`src/rtl/mem_if_arbiter.sv`:
```
// Round-robin arbiter sharing the memory-configuration port between two requesters.
// Define MEM_ACK_TIMEOUT_EN to abort transactions whose mem_ack never arrives.
module mem_if_arbiter #(
    parameter int unsigned ADDR_W      = 8,
    parameter int unsigned DATA_W      = 8,
    parameter int unsigned TIMEOUT_CYC = 16
) (
    input  logic              clk,
    input  logic              rst,
    input  logic              req0_valid,
    input  logic [ADDR_W-1:0] req0_addr,
    input  logic [DATA_W-1:0] req0_wr_data,
    input  logic              req0_wr_rd_s,
    output logic              req0_ready,
    output logic              req0_done,
    output logic [DATA_W-1:0] req0_rd_data,
    output logic              req0_err,
    input  logic              req1_valid,
    input  logic [ADDR_W-1:0] req1_addr,
    input  logic [DATA_W-1:0] req1_wr_data,
    input  logic              req1_wr_rd_s,
    output logic              req1_ready,
    output logic              req1_done,
    output logic [DATA_W-1:0] req1_rd_data,
    output logic              req1_err,
    output logic              mem_sel_en,
    output logic [ADDR_W-1:0] mem_addr,
    output logic [DATA_W-1:0] mem_wr_data,
    output logic              mem_wr_rd_s,
    input  logic [DATA_W-1:0] mem_rd_data,
    input  logic              mem_ack
);

    if (TIMEOUT_CYC < 2 || TIMEOUT_CYC > 255) begin : g_bad_timeout
        $error("TIMEOUT_CYC must lie in 2..255");
    end

    typedef enum logic {
        IDLE = 1'b0,
        BUSY = 1'b1
    } state_e;

    state_e            state_q, state_d;
    logic              last_grant_q, last_grant_d;
    logic              owner_q, owner_d;
    logic              sel_q, sel_d;
    logic [ADDR_W-1:0] addr_q, addr_d;
    logic [DATA_W-1:0] wdata_q, wdata_d;
    logic              wr_q, wr_d;
    logic [1:0]        ready_q, ready_d;
    logic [1:0]        done_q, done_d;
    logic [DATA_W-1:0] rdata0_q, rdata0_d;
    logic [DATA_W-1:0] rdata1_q, rdata1_d;
    logic              gnt_c;
    logic              fin_c;
    logic [DATA_W-1:0] fin_data_c;
`ifdef MEM_ACK_TIMEOUT_EN
    localparam logic [7:0] CNT_LAST = 8'(TIMEOUT_CYC - 1);
    logic [7:0]        cnt_q, cnt_d;
    logic [1:0]        err_q, err_d;
    logic              fin_err_c;
`endif

    // Next-state, grant selection and registered-output values
    always_comb begin
        state_d      = state_q;
        last_grant_d = last_grant_q;
        owner_d      = owner_q;
        sel_d        = sel_q;
        addr_d       = addr_q;
        wdata_d      = wdata_q;
        wr_d         = wr_q;
        ready_d      = '0;
        done_d       = '0;
        rdata0_d     = rdata0_q;
        rdata1_d     = rdata1_q;
        gnt_c        = 1'b0;
        fin_c        = 1'b0;
        fin_data_c   = '0;
`ifdef MEM_ACK_TIMEOUT_EN
        cnt_d        = cnt_q;
        err_d        = err_q;
        fin_err_c    = 1'b0;
`endif
        case (state_q)
            IDLE: begin
                if (req0_valid || req1_valid) begin
                    // On a tie the requester that did not win last time goes next
                    if (req0_valid && req1_valid) begin
                        gnt_c = ~last_grant_q;
                    end else begin
                        gnt_c = req1_valid;
                    end
                    owner_d        = gnt_c;
                    last_grant_d   = gnt_c;
                    state_d        = BUSY;
                    sel_d          = 1'b1;
                    ready_d[gnt_c] = 1'b1;
                    addr_d         = gnt_c ? req1_addr    : req0_addr;
                    wdata_d        = gnt_c ? req1_wr_data : req0_wr_data;
                    wr_d           = gnt_c ? req1_wr_rd_s : req0_wr_rd_s;
`ifdef MEM_ACK_TIMEOUT_EN
                    cnt_d          = '0;
`endif
                end
            end
            BUSY: begin
                if (mem_ack) begin
                    fin_c      = 1'b1;
                    fin_data_c = wr_q ? '0 : mem_rd_data;
`ifdef MEM_ACK_TIMEOUT_EN
                end else if (cnt_q == CNT_LAST) begin
                    fin_c      = 1'b1;
                    fin_err_c  = 1'b1;
                end else begin
                    cnt_d      = cnt_q + 8'd1;
`endif
                end
            end
            default: state_d = IDLE;
        endcase

        if (fin_c) begin
            state_d          = IDLE;
            sel_d            = 1'b0;
            done_d[owner_q]  = 1'b1;
            if (owner_q) begin
                rdata1_d = fin_data_c;
            end else begin
                rdata0_d = fin_data_c;
            end
`ifdef MEM_ACK_TIMEOUT_EN
            err_d[owner_q]   = fin_err_c;
`endif
        end
    end

    always_ff @(posedge clk) begin
        if (rst) begin
            state_q      <= IDLE;
            last_grant_q <= 1'b1;
            owner_q      <= 1'b0;
            sel_q        <= 1'b0;
            addr_q       <= '0;
            wdata_q      <= '0;
            wr_q         <= 1'b0;
            ready_q      <= '0;
            done_q       <= '0;
            rdata0_q     <= '0;
            rdata1_q     <= '0;
`ifdef MEM_ACK_TIMEOUT_EN
            cnt_q        <= '0;
            err_q        <= '0;
`endif
        end else begin
            state_q      <= state_d;
            last_grant_q <= last_grant_d;
            owner_q      <= owner_d;
            sel_q        <= sel_d;
            addr_q       <= addr_d;
            wdata_q      <= wdata_d;
            wr_q         <= wr_d;
            ready_q      <= ready_d;
            done_q       <= done_d;
            rdata0_q     <= rdata0_d;
            rdata1_q     <= rdata1_d;
`ifdef MEM_ACK_TIMEOUT_EN
            cnt_q        <= cnt_d;
            err_q        <= err_d;
`endif
        end
    end

    assign req0_ready   = ready_q[0];
    assign req1_ready   = ready_q[1];
    assign req0_done    = done_q[0];
    assign req1_done    = done_q[1];
    assign req0_rd_data = rdata0_q;
    assign req1_rd_data = rdata1_q;
`ifdef MEM_ACK_TIMEOUT_EN
    assign req0_err     = err_q[0];
    assign req1_err     = err_q[1];
`else
    assign req0_err     = 1'b0;
    assign req1_err     = 1'b0;
`endif
    assign mem_sel_en   = sel_q;
    assign mem_addr     = addr_q;
    assign mem_wr_data  = wdata_q;
    assign mem_wr_rd_s  = wr_q;

endmodule

```
`config.mk`:
```
export PLATFORM = sky130hd
export DESIGN_NAME = mem_if_arbiter
export DESIGN_NICKNAME = d
export VERILOG_FILES = /design/src/rtl/mem_if_arbiter.sv
export SDC_FILE = /design/constraint.sdc
export NUM_CORES = 1
export LEC_CHECK = 0
export BUFFER_PORTS_ARGS = -buffer_cell sky130_fd_sc_hd__buf_4
export CAP_MARGIN = 15
export CORE_UTILIZATION = 48
export DETAILED_ROUTE_END_ITERATION = 8
export GPL_TIMING_DRIVEN = 0
export HOLD_SLACK_MARGIN = 0.02
export PLACE_DENSITY = 0.84
export SKIP_CTS_REPAIR_TIMING = 1
export SYNTH_ARGS = -nofsm -noshare
export SYNTH_HDL_FRONTEND = slang
export SYNTH_SLANG_ARGS = --single-unit
```
`constraint.sdc`:
```
create_clock -name clk -period 1.97 [get_ports clk]
set_input_delay 0.197 -clock clk [delete_from_list [all_inputs] [get_ports clk]]
set_output_delay 0.197 -clock clk [all_outputs]
set_load 0.005 [all_outputs]
```
==> results.py, run 1 <==
metrics = {
    "route": {
        "drtIter0Drc": 63,
        "via_per_inst": 5.18,
        "dr.pass1.iters": 4,
        "drt_wl_total_um": 4120,
        "drtAntennaViolNets": 0,
        "vias": 1633,
        "routedWlPerCell_um": 13.1,
        "drc": 0,
    },
    "min_path": {
        "whs_endpoint": "req1_rd_data[5]",
        "hold_path.class": "in -> reg",
        "hp-start": "mem_rd_data[5]",
        "hold_depth": 3,
    },
    "global_routing": {
        "grt_pass1_vias": 1479,
        "grt.busiest_layer": "met2",
        "grtUsageMet3_pct": 8.96,
        "grt_max_degree": 13,
        "grt.met1_usage_pct": 27.2,
        "overflow": 0,
        "grtUsageTotal_pct": 23.8,
        "grt_pass1_wl_um": 6480,
        "grt_use_met2_pct": 41.4,
        "antenna_found_initial": 0,
    },
    "sta": {
        "fmax_ghz": 0.763,
        "hold_viol": 0,
        "finalSetupTns_ps": 0,
        "drv_slew": 0,
        "max_slew_margin_pct": 52.4,
        "tightest_slew_ps": 710,
        "fin_skew_ps": 5.55,
        "fin_crit_sh_pct": 66.5,
        "period_needed_ps": 1310,
        "finalSetupViolCount": 0,
        "whs_ps": 78.7,
        "grt_setup_unrepaired": "false",
    },
    "yosys": {
        "seq_area_frac_synth_pct": 49.5,
        "synth_area_leaders": "dfxtp_1 (49%), nand2_1 (7.5%), a211oi_2 (6.8%)",
        "synth_cells": 179,
        "synth.cell_area_mm2": 0.00166,
        "ys_types": 30,
        "syn_area_per_cell_um2": 9.27,
        "synth-seq-cells": 41,
        "synth_warnings": 0,
        "synth_top_area_share_pct": 49.5,
        "synth_top_area_cell": "dfxtp_1",
    },
    "clock_tree": {
        "cts.sinks": 41,
        "cts_buffer_depth": 2,
        "clk_pin_slew_worst_paths_ps": 120,
        "root_buffer": "clkbuf_4",
        "htreeDepth": 2,
        "cts_buffers": 5,
        "tritoncts": "done",
        "clock_latency_ps": 350,
    },
    "power_and_ir_drop": {
        "peakVddDrop_mv": 0.517,
        "power_density_mw_per_mm2": 768,
        "power.net_switching_w": 0.000471,
        "leakage_nw": 1.13,
        "seqPwrFrac_pct": 49.2,
        "p_sw_share_pct": 25.3,
        "clkPwrFrac_pct": 30.7,
        "p_int_w": 0.00139,
        "combPwrFrac_pct": 20.1,
        "power.total_w": 0.00186,
    },
    "placed_design": {
        "gp_congestion": 0.748,
        "portBuffers": 83,
        "dp_hpwl_um": 3120,
    },
    "worst_setup_path": {
        "r2r_slack_ps": 660,
        "path_class": "reg -> reg",
        "crit_arrival_ps": 1600,
        "required_ps": 2250,
        "critPathSlowestCell": "dfxtp_1",
        "path_cells": "buf_4 > o21ba_1 > buf_4 > buf_6 > nor2_1 > a211oi_2",
        "crit_path_start_kind": "flip-flop",
        "critPathMaxFanout": 10,
        "reg2reg_from": "state_q",
        "rr_worst_depth": 6,
        "slowest_delay_ps": 320,
        "crit_path_end_kind": "flip-flop",
        "rr_endpoint": "mem_addr[3]",
        "path_common_cell": "buf_4",
    },
    "finish": {
        "area_delta_synth_final_pct": 46.2,
        "drive_above_1_share_pct": 43.2,
        "fin_nets": 317,
        "antenna_cells": 0,
        "fill_cells": 258,
    },
    "floorplan": {
        "die_y_um": 60.8,
        "core_area_mm2": 0.00315,
        "rows": 20,
        "initial_utilization_pct": 52.6,
        "io_pins": 87,
        "die_w_um": 60.8,
        "die_area_mm2": 0.00370,
    },
    "status": {
        "status": "finished, final reports clean",
    },
    "run": {
        "drv_cap": 0,
    },
}
per-layer routing:
layer | vias to the layer above | part of all wire (%)
li1 | 812 | -
met1 | 762 | 41
met2 | 54 | 50
met3 | 5 | 7.0
met4 | 0 | 1.1
met5 | - | 0
cells by family after synthesis:
kind of cell / count (synthesis) / synth area share (%)
AOI/OAI and AO/OA: 60 / 28.7
buffers and inverters: 17 / 6.94
DFF: 41 / 49.5
other: 1 / 0.226
and+or+nand+nor: 60 / 14.7
cell type report:
cell class | count | area [µm²] | share of cell area [%]
multi-input cells | 122 | 727 | 30.0
well taps | 44 | 55.1 | 2.27
clock inverters | 1 | 30.0 | 1.24
repair buffers | 83 | 623 | 25.7
flip-flops and latches | 41 | 821 | 33.8
inverters | 2 | 7.51 | 0.309
plain buffers | 15 | 108 | 4.44
clock buffers | 7 | 55.1 | 2.27
Yosys cell counts:
master and number:
buf_4 4, a21bo_2 1, clkbuf_1 1, o311a_1 1
a21boi_4 1, a211oi_2 9, a31oi_1 2, nor3_2 1
inv_2 1, buf_6 4, nand2_1 33, nand2b_1 1
a32o_1 8, o211a_1 1, buf_2 5, o21ba_1 1
buf_1 1, nor2_1 19, conb_1 1, nor3_1 4
or3_1 1, dfxtp_1 41, o21ai_1 8, nand2_2 1
a21oi_1 17, a221o_1 1, clkinv_1 1, o21bai_1 1
a2bb2oi_1 1, a211oi_1 8
power by group through the flow:
stage / clock network, W / registers, W / logic (W)
2_1_floorplan: 0 / 0.000936 / 0.000187
6_report: 0.000573 / 0.000916 / 0.000374
5_1_grt: 0.000623 / 0.000923 / 0.000411
4_1_cts: 0.000580 / 0.000916 / 0.000378
3_5_place_dp: 0 / 0.000934 / 0.000378
3_3_place_gp: 0 / 0.000933 / 0.000370
critical path, delay by kind of cell, from the launching register on:
family | cells | cell delay [ps]
AO/OA/AOI/OAI | 2 | 400
flip-flops | 1 | 320
AND/OR/NAND/NOR | 1 | 60
buffers and inverters | 3 | 460
cells in the final DEF (no fill, tap or decap):
cell / synthesis / final
buf_4: 4 / 87
dfxtp_1: 41 / 41
nand2_1: 33 / 33
nor2_1: 19 / 19
a21oi_1: 17 / 17
a211oi_2: 9 / 9
a211oi_1: 8 / 8
a32o_1: 8 / 8
o21ai_1: 8 / 8
buf_2: 5 / 5
clkbuf_4: 0 / 5
buf_6: 4 / 4
nor3_1: 4 / 4
clkbuf_1: 1 / 2
a31oi_1: 2 / 2
conb_1: 1 / 2
a21bo_2: 1 / 1
a21boi_4: 1 / 1
o21bai_1: 1 / 1
o21ba_1: 1 / 1
buf_1: 1 / 1
clkinv_1: 1 / 1
nand2_2: 1 / 1
o311a_1: 1 / 1
nand2b_1: 1 / 1
a221o_1: 1 / 1
a2bb2oi_1: 1 / 1
o211a_1: 1 / 1
inv_2: 1 / 1
nor3_2: 1 / 1
or3_1: 1 / 1
bufinv_16: 0 / 1
clkbuf_8: 0 / 1
how the worst max path moves through the flow:
stage	start	endpoint	slack [ps]	cells past startpoint
finish	state_q	mem_addr[3]	660	6
global placement	state_q	mem_addr[0]	710	6
detailed placement	state_q	mem_addr[3]	670	6
floorplan	state_q	mem_addr[0]	800	6
CTS	state_q	mem_addr[3]	640	6
global route	state_q	req0_rd_data[0]	560	4
registers in the layout (all words and copies together), names as in the netlist:
name / count
mem_addr: 8
mem_wr_data: 8
req0_rd_data: 8
req1_rd_data: 8
done_q: 2
ready_q: 2
last_grant_q: 1
mem_sel_en: 1
mem_wr_rd_s: 1
owner_q: 1
state_q: 1
per-stage QoR:
step           util (%)  setup WS, ps  instances  area (µm²)
6_report           76.9           659        315        2430
5_1_grt            76.9           557        315        2430
4_1_cts            76.9           642        315        2430
3_5_place_dp       74.2           667        307        2340
3_3_place_gp       74.2           707        307        2340
2_1_floorplan         -           801        180        1660
Power figures use the tool's default switching activity.
==> inputs of run 2 (changes only) <==
--- a/config.mk
+++ b/config.mk
@@ -7,11 +7,11 @@
 export LEC_CHECK = 0
 export BUFFER_PORTS_ARGS = -buffer_cell sky130_fd_sc_hd__buf_4
 export CAP_MARGIN = 15
-export CORE_UTILIZATION = 48
+export CORE_UTILIZATION = 40
 export DETAILED_ROUTE_END_ITERATION = 8
 export GPL_TIMING_DRIVEN = 0
 export HOLD_SLACK_MARGIN = 0.02
-export PLACE_DENSITY = 0.84
+export PLACE_DENSITY = 0.75
 export SKIP_CTS_REPAIR_TIMING = 1
 export SYNTH_ARGS = -nofsm -noshare
 export SYNTH_HDL_FRONTEND = slang
==> constraint.sdc (replaced) <==
create_clock -name clk -period 1.2 [get_ports clk]
set_input_delay 0.12 -clock clk [delete_from_list [all_inputs] [get_ports clk]]
set_output_delay 0.12 -clock clk [all_outputs]
set_load 0.005 [all_outputs]
==> results.py, run 2 (same netlist as run 1, synthesis figures left out) <==
metrics = {
    "route": {
        "drtIter0Drc": 67,
        "via_per_inst": 5.09,
        "drt_wl_total_um": 4540,
        "drc": 0,
        "drtAntennaViolNets": 0,
        "routedWlPerCell_um": 13.8,
        "dr.pass1.iters": 4,
        "vias": 1669,
    },
    "power_and_ir_drop": {
        "peakVddDrop_mv": 0.782,
        "leakage_nw": 1.23,
        "seqPwrFrac_pct": 42.2,
        "power.net_switching_w": 0.000893,
        "power.total_w": 0.00360,
        "combPwrFrac_pct": 21.2,
        "p_sw_share_pct": 24.8,
        "clkPwrFrac_pct": 36.6,
        "p_int_w": 0.00270,
        "power_density_mw_per_mm2": 1310,
    },
    "finish": {
        "final_cell_mix": "buf_4 (91), dfxtp_1 (38), nand2_1 (33)",
        "antenna_cells": 0,
        "area_delta_synth_final_pct": 65.4,
        "drive_above_1_share_pct": 55.8,
        "layout_commonest_cell": "buf_4",
        "fin_nets": 324,
        "fin_cells": 328,
        "finalCoreUtilization_pct": 68.6,
    },
    "global_routing": {
        "antenna_found_initial": 0,
        "overflow": 0,
        "grt_pass1_vias": 1487,
        "grt_max_degree": 14,
        "grtUsageTotal_pct": 19.6,
        "grt_pass1_wl_um": 6470,
    },
    "clock_tree": {
        "cts_buffer_depth": 2,
        "cts_buffers": 5,
        "clk_pin_slew_worst_paths_ps": 80,
        "htreeDepth": 2,
        "clock_latency_ps": 300,
        "tritoncts": "done",
        "cts.sinks": 41,
        "root_buffer": "clkbuf_8",
    },
    "worst_setup_path": {
        "critPathMaxFanout": 8,
        "path_class": "reg -> reg",
        "required_ps": 1440,
        "crit_path_start_kind": "flip-flop",
        "rr_endpoint": "req1_rd_data[0]",
        "r2r_slack_ps": -4,
        "rr_worst_depth": 5,
        "crit_path_end_kind": "flip-flop",
        "reg2reg_from": "state_q",
        "crit_arrival_ps": 1440,
    },
    "placed_design": {
        "dp_hpwl_um": 3000,
        "dp_cells": 313,
        "post-place-ws_ps": -90.8,
        "gp_congestion": 0.745,
        "portBuffers": 83,
    },
    "floorplan": {
        "initial_utilization_pct": 41.5,
        "die_w_um": 66.4,
        "io_pins": 87,
        "die_y_um": 66.4,
        "die_area_mm2": 0.00441,
        "rows": 23,
        "core_area_mm2": 0.00400,
    },
    "min_path": {
        "hold_path.class": "in -> reg",
        "hold_depth": 3,
        "hp-start": "mem_rd_data[3]",
        "whs_endpoint": "req1_rd_data[3]",
    },
    "sta": {
        "worst_slack_ps": -4.38,
        "hold_viol": 0,
        "drv_slew": 0,
        "period_needed_ps": 1200,
        "fin_crit_sh_pct": 100,
        "finalSetupViolCount": 4,
        "fmax_ghz": 0.830,
        "grt_setup_unrepaired": "true",
        "fin_skew_ps": 3.63,
        "max_slew_margin_pct": 57.5,
        "whs_ps": 64.8,
        "tightest_slew_ps": 637,
    },
    "run": {
        "drv_cap": 0,
    },
    "status": {
        "violations": "negative setup slack",
        "status": "complete, but fails checks",
    },
}
run 2: worst max path at each step:
stage / start / endpoint / slack, ps / cells after the start
floorplan: state_q / mem_addr[0] / 30 / 6
global placement: state_q / req0_rd_data[1] / -90 / 3
detailed placement: state_q / req1_rd_data[0] / -90 / 4
CTS: state_q / mem_addr[2] / -120 / 6
global route: state_q / mem_addr[6] / -70 / 6
finish: state_q / req1_rd_data[0] / -4 / 5
run 2: worst max-delay path: stages, from the launching register on:
cell and delay [ps]:
dfxtp_2 330, buf_6 130, nand2_4 80, or3_4 330
buf_6 150, o21ai_2 130
run 2: final cells by class:
cell class	instances	area (µm²)
buffer	14	126
clock buffer	5	68.8
clock inverter	3	65.1
fill	346	1260
inverter	2	7.51
multi-input combinational	122	870
sequential	41	827
tap	50	62.6
timing repair buffer	91	717
run 2: power groups by stage:
stage          clock [W]  combinational [W]  sequential (W)
2_1_floorplan          0           0.000306         0.00154
3_3_place_gp           0           0.000613         0.00153
3_5_place_dp           0           0.000619         0.00153
4_1_cts          0.00132           0.000621         0.00150
5_1_grt          0.00139           0.000827         0.00153
6_report         0.00132           0.000762         0.00152
run 2: per-stage QoR:
step	setup TNS (ps)	cell area, µm²
floorplan	0	1660
global placement	-1610	2350
detailed placement	-1510	2350
CTS	-2150	2480
global route	-909	2740
finish	-13.4	2740
run 2: metal layers:
metal  track usage, %  vias up  wire length, µm
li1                 -      822                -
met1             22.5      782             1940
met2             34.2       57             2260
met3             6.72        8              265
met4             5.85        0               72
met5                0        -                0
==> inputs of run 3 (changes only) <==
--- a/config.mk
+++ b/config.mk
@@ -5,13 +5,13 @@
 export SDC_FILE = /design/constraint.sdc
 export NUM_CORES = 1
 export LEC_CHECK = 0
-export BUFFER_PORTS_ARGS = -buffer_cell sky130_fd_sc_hd__buf_4
 export CAP_MARGIN = 15
-export CORE_UTILIZATION = 40
+export CORE_UTILIZATION = 50
 export DETAILED_ROUTE_END_ITERATION = 8
+export DONT_BUFFER_PORTS = 1
 export GPL_TIMING_DRIVEN = 0
 export HOLD_SLACK_MARGIN = 0.02
-export PLACE_DENSITY = 0.75
+export PLACE_DENSITY = 0.68
 export SKIP_CTS_REPAIR_TIMING = 1
 export SYNTH_ARGS = -nofsm -noshare
 export SYNTH_HDL_FRONTEND = slang
==> results.py, run 3 (same netlist as run 1, synthesis figures left out) <==
metrics = {
    "worst_setup_path": {
        "crit_path_start_kind": "flip-flop",
        "crit_arrival_ps": 1520,
        "path_class": "reg -> reg",
        "critPathMaxFanout": 8,
        "crit_path_end_kind": "flip-flop",
        "required_ps": 1420,
    },
    "floorplan": {
        "rows": 20,
        "die_y_um": 59.6,
        "die_w_um": 59.6,
        "initial_utilization_pct": 53.5,
        "io_pins": 87,
        "die_area_mm2": 0.00355,
        "core_area_mm2": 0.00310,
    },
    "clock_tree": {
        "tritoncts": "done",
        "cts.sinks": 41,
        "root_buffer": "clkbuf_4",
        "clock_latency_ps": 350,
        "htreeDepth": 2,
        "cts_buffers": 5,
        "cts_buffer_depth": 2,
        "clk_pin_slew_worst_paths_ps": 130,
    },
    "route": {
        "drtAntennaViolNets": 0,
        "drt_wl_total_um": 4810,
        "vias": 1551,
        "routedWlPerCell_um": 17.3,
        "highest_layer": "met4",
        "drc": 0,
        "met1Wirelength_um": 1850,
        "dr_wl_met3_um": 356,
        "dr.pass1.iters": 4,
        "drtIter0Drc": 75,
        "via_per_inst": 5.60,
        "wl_met2_um": 2490,
    },
    "sta": {
        "hold_viol": 1,
        "tightest_slew_ps": 622,
        "grt_setup_unrepaired": "true",
        "drv_slew": 0,
        "whs_ps": -5.34,
        "period_needed_ps": 1300,
        "fin_crit_sh_pct": 109,
        "max_slew_margin_pct": 58.5,
        "fin_skew_ps": 10.9,
        "finalSetupViolCount": 15,
        "finalSetupTns_ps": -307,
        "worst_slack_ps": -104,
        "fmax_ghz": 0.767,
    },
    "global_routing": {
        "grtUsageTotal_pct": 21.7,
        "grt_pass1_vias": 1331,
        "overflow": 0,
        "antenna_found_initial": 0,
        "grt_max_degree": 14,
        "grt_pass1_wl_um": 5510,
    },
    "placed_design": {
        "gp_congestion": 0.721,
        "dp_cells": 224,
        "portBuffers": 0,
        "dp_hpwl_um": 2720,
    },
    "finish": {
        "fin_cells": 277,
        "fin_nets": 279,
        "fill_cells": 237,
        "final_cell_mix": "dlygate4sd3_1 (39), dfxtp_1 (38), nand2_1 (33)",
        "area_delta_synth_final_pct": 41.8,
        "drive_above_1_share_pct": 24.9,
        "antenna_cells": 0,
        "layout_commonest_cell": "dlygate4sd3_1",
        "finalCoreUtilization_pct": 75.8,
    },
    "power_and_ir_drop": {
        "leakage_nw": 0.929,
        "power_density_mw_per_mm2": 1220,
        "power.total_w": 0.00286,
        "peakVddDrop_mv": 0.859,
    },
    "min_path": {
        "hold_path.class": "in -> reg",
    },
    "status": {
        "violations": "negative hold slack, negative setup slack",
        "status": "complete, but fails checks",
    },
    "run": {
        "drv_cap": 0,
    },
}
[run 3: through the flow]
stage | cell area, µm² | worst slack [ps]
2_1_floorplan | 1660 | 30.7
3_3_place_gp | 1720 | -39.0
3_5_place_dp | 1720 | -126
4_1_cts | 1780 | -153
5_1_grt | 2350 | -149
6_report | 2350 | -104
[run 3: path summary, 6_finish.rpt]
check / cells after the start / to / from / slack (ps)
worst max-delay path: 6 / mem_addr[2] / state_q / -100
worst min-delay path: 2 / mem_addr[6] / req1_addr[6] / -5
worst max register to register: 6 / mem_addr[2] / state_q / -100
worst min register to register: 2 / req1_rd_data[1] / req1_rd_data[1] / 470
[run 3: cell type report]
cell class | count | area [µm²] | area share (%)
Clock buffer | 6 | 51.3 | 2.18
Inverter | 2 | 7.51 | 0.319
Buffer | 15 | 138 | 5.85
Timing Repair Buffer | 45 | 453 | 19.3
Clock inverter | 2 | 13.8 | 0.585
Multi-Input combinational cell | 122 | 807 | 34.3
Tap cell | 44 | 55.1 | 2.34
Sequential cell | 41 | 827 | 35.2
[run 3: where the power goes]
part	internal (W)	total [W]	switching, W
clock network	0.000286	0.000750	0.000464
logic	0.000301	0.000580	0.000279
registers	0.00145	0.00153	0.0000790
[run 3: routing by layer]
layer	vias to the layer above	global-route usage [%]
met3	10	10.0
met4	0	11.0
met1	733	20.5
li1	736	-
met2	72	39.2
met5	-	0
[run 3: critical path: stages, from the launching register on]
cell and delay (ps):
dfxtp_2 340, buf_6 120, o21ba_4 160, buf_8 130
clkbuf_16 150, nor2_1 190, a211oi_2 60
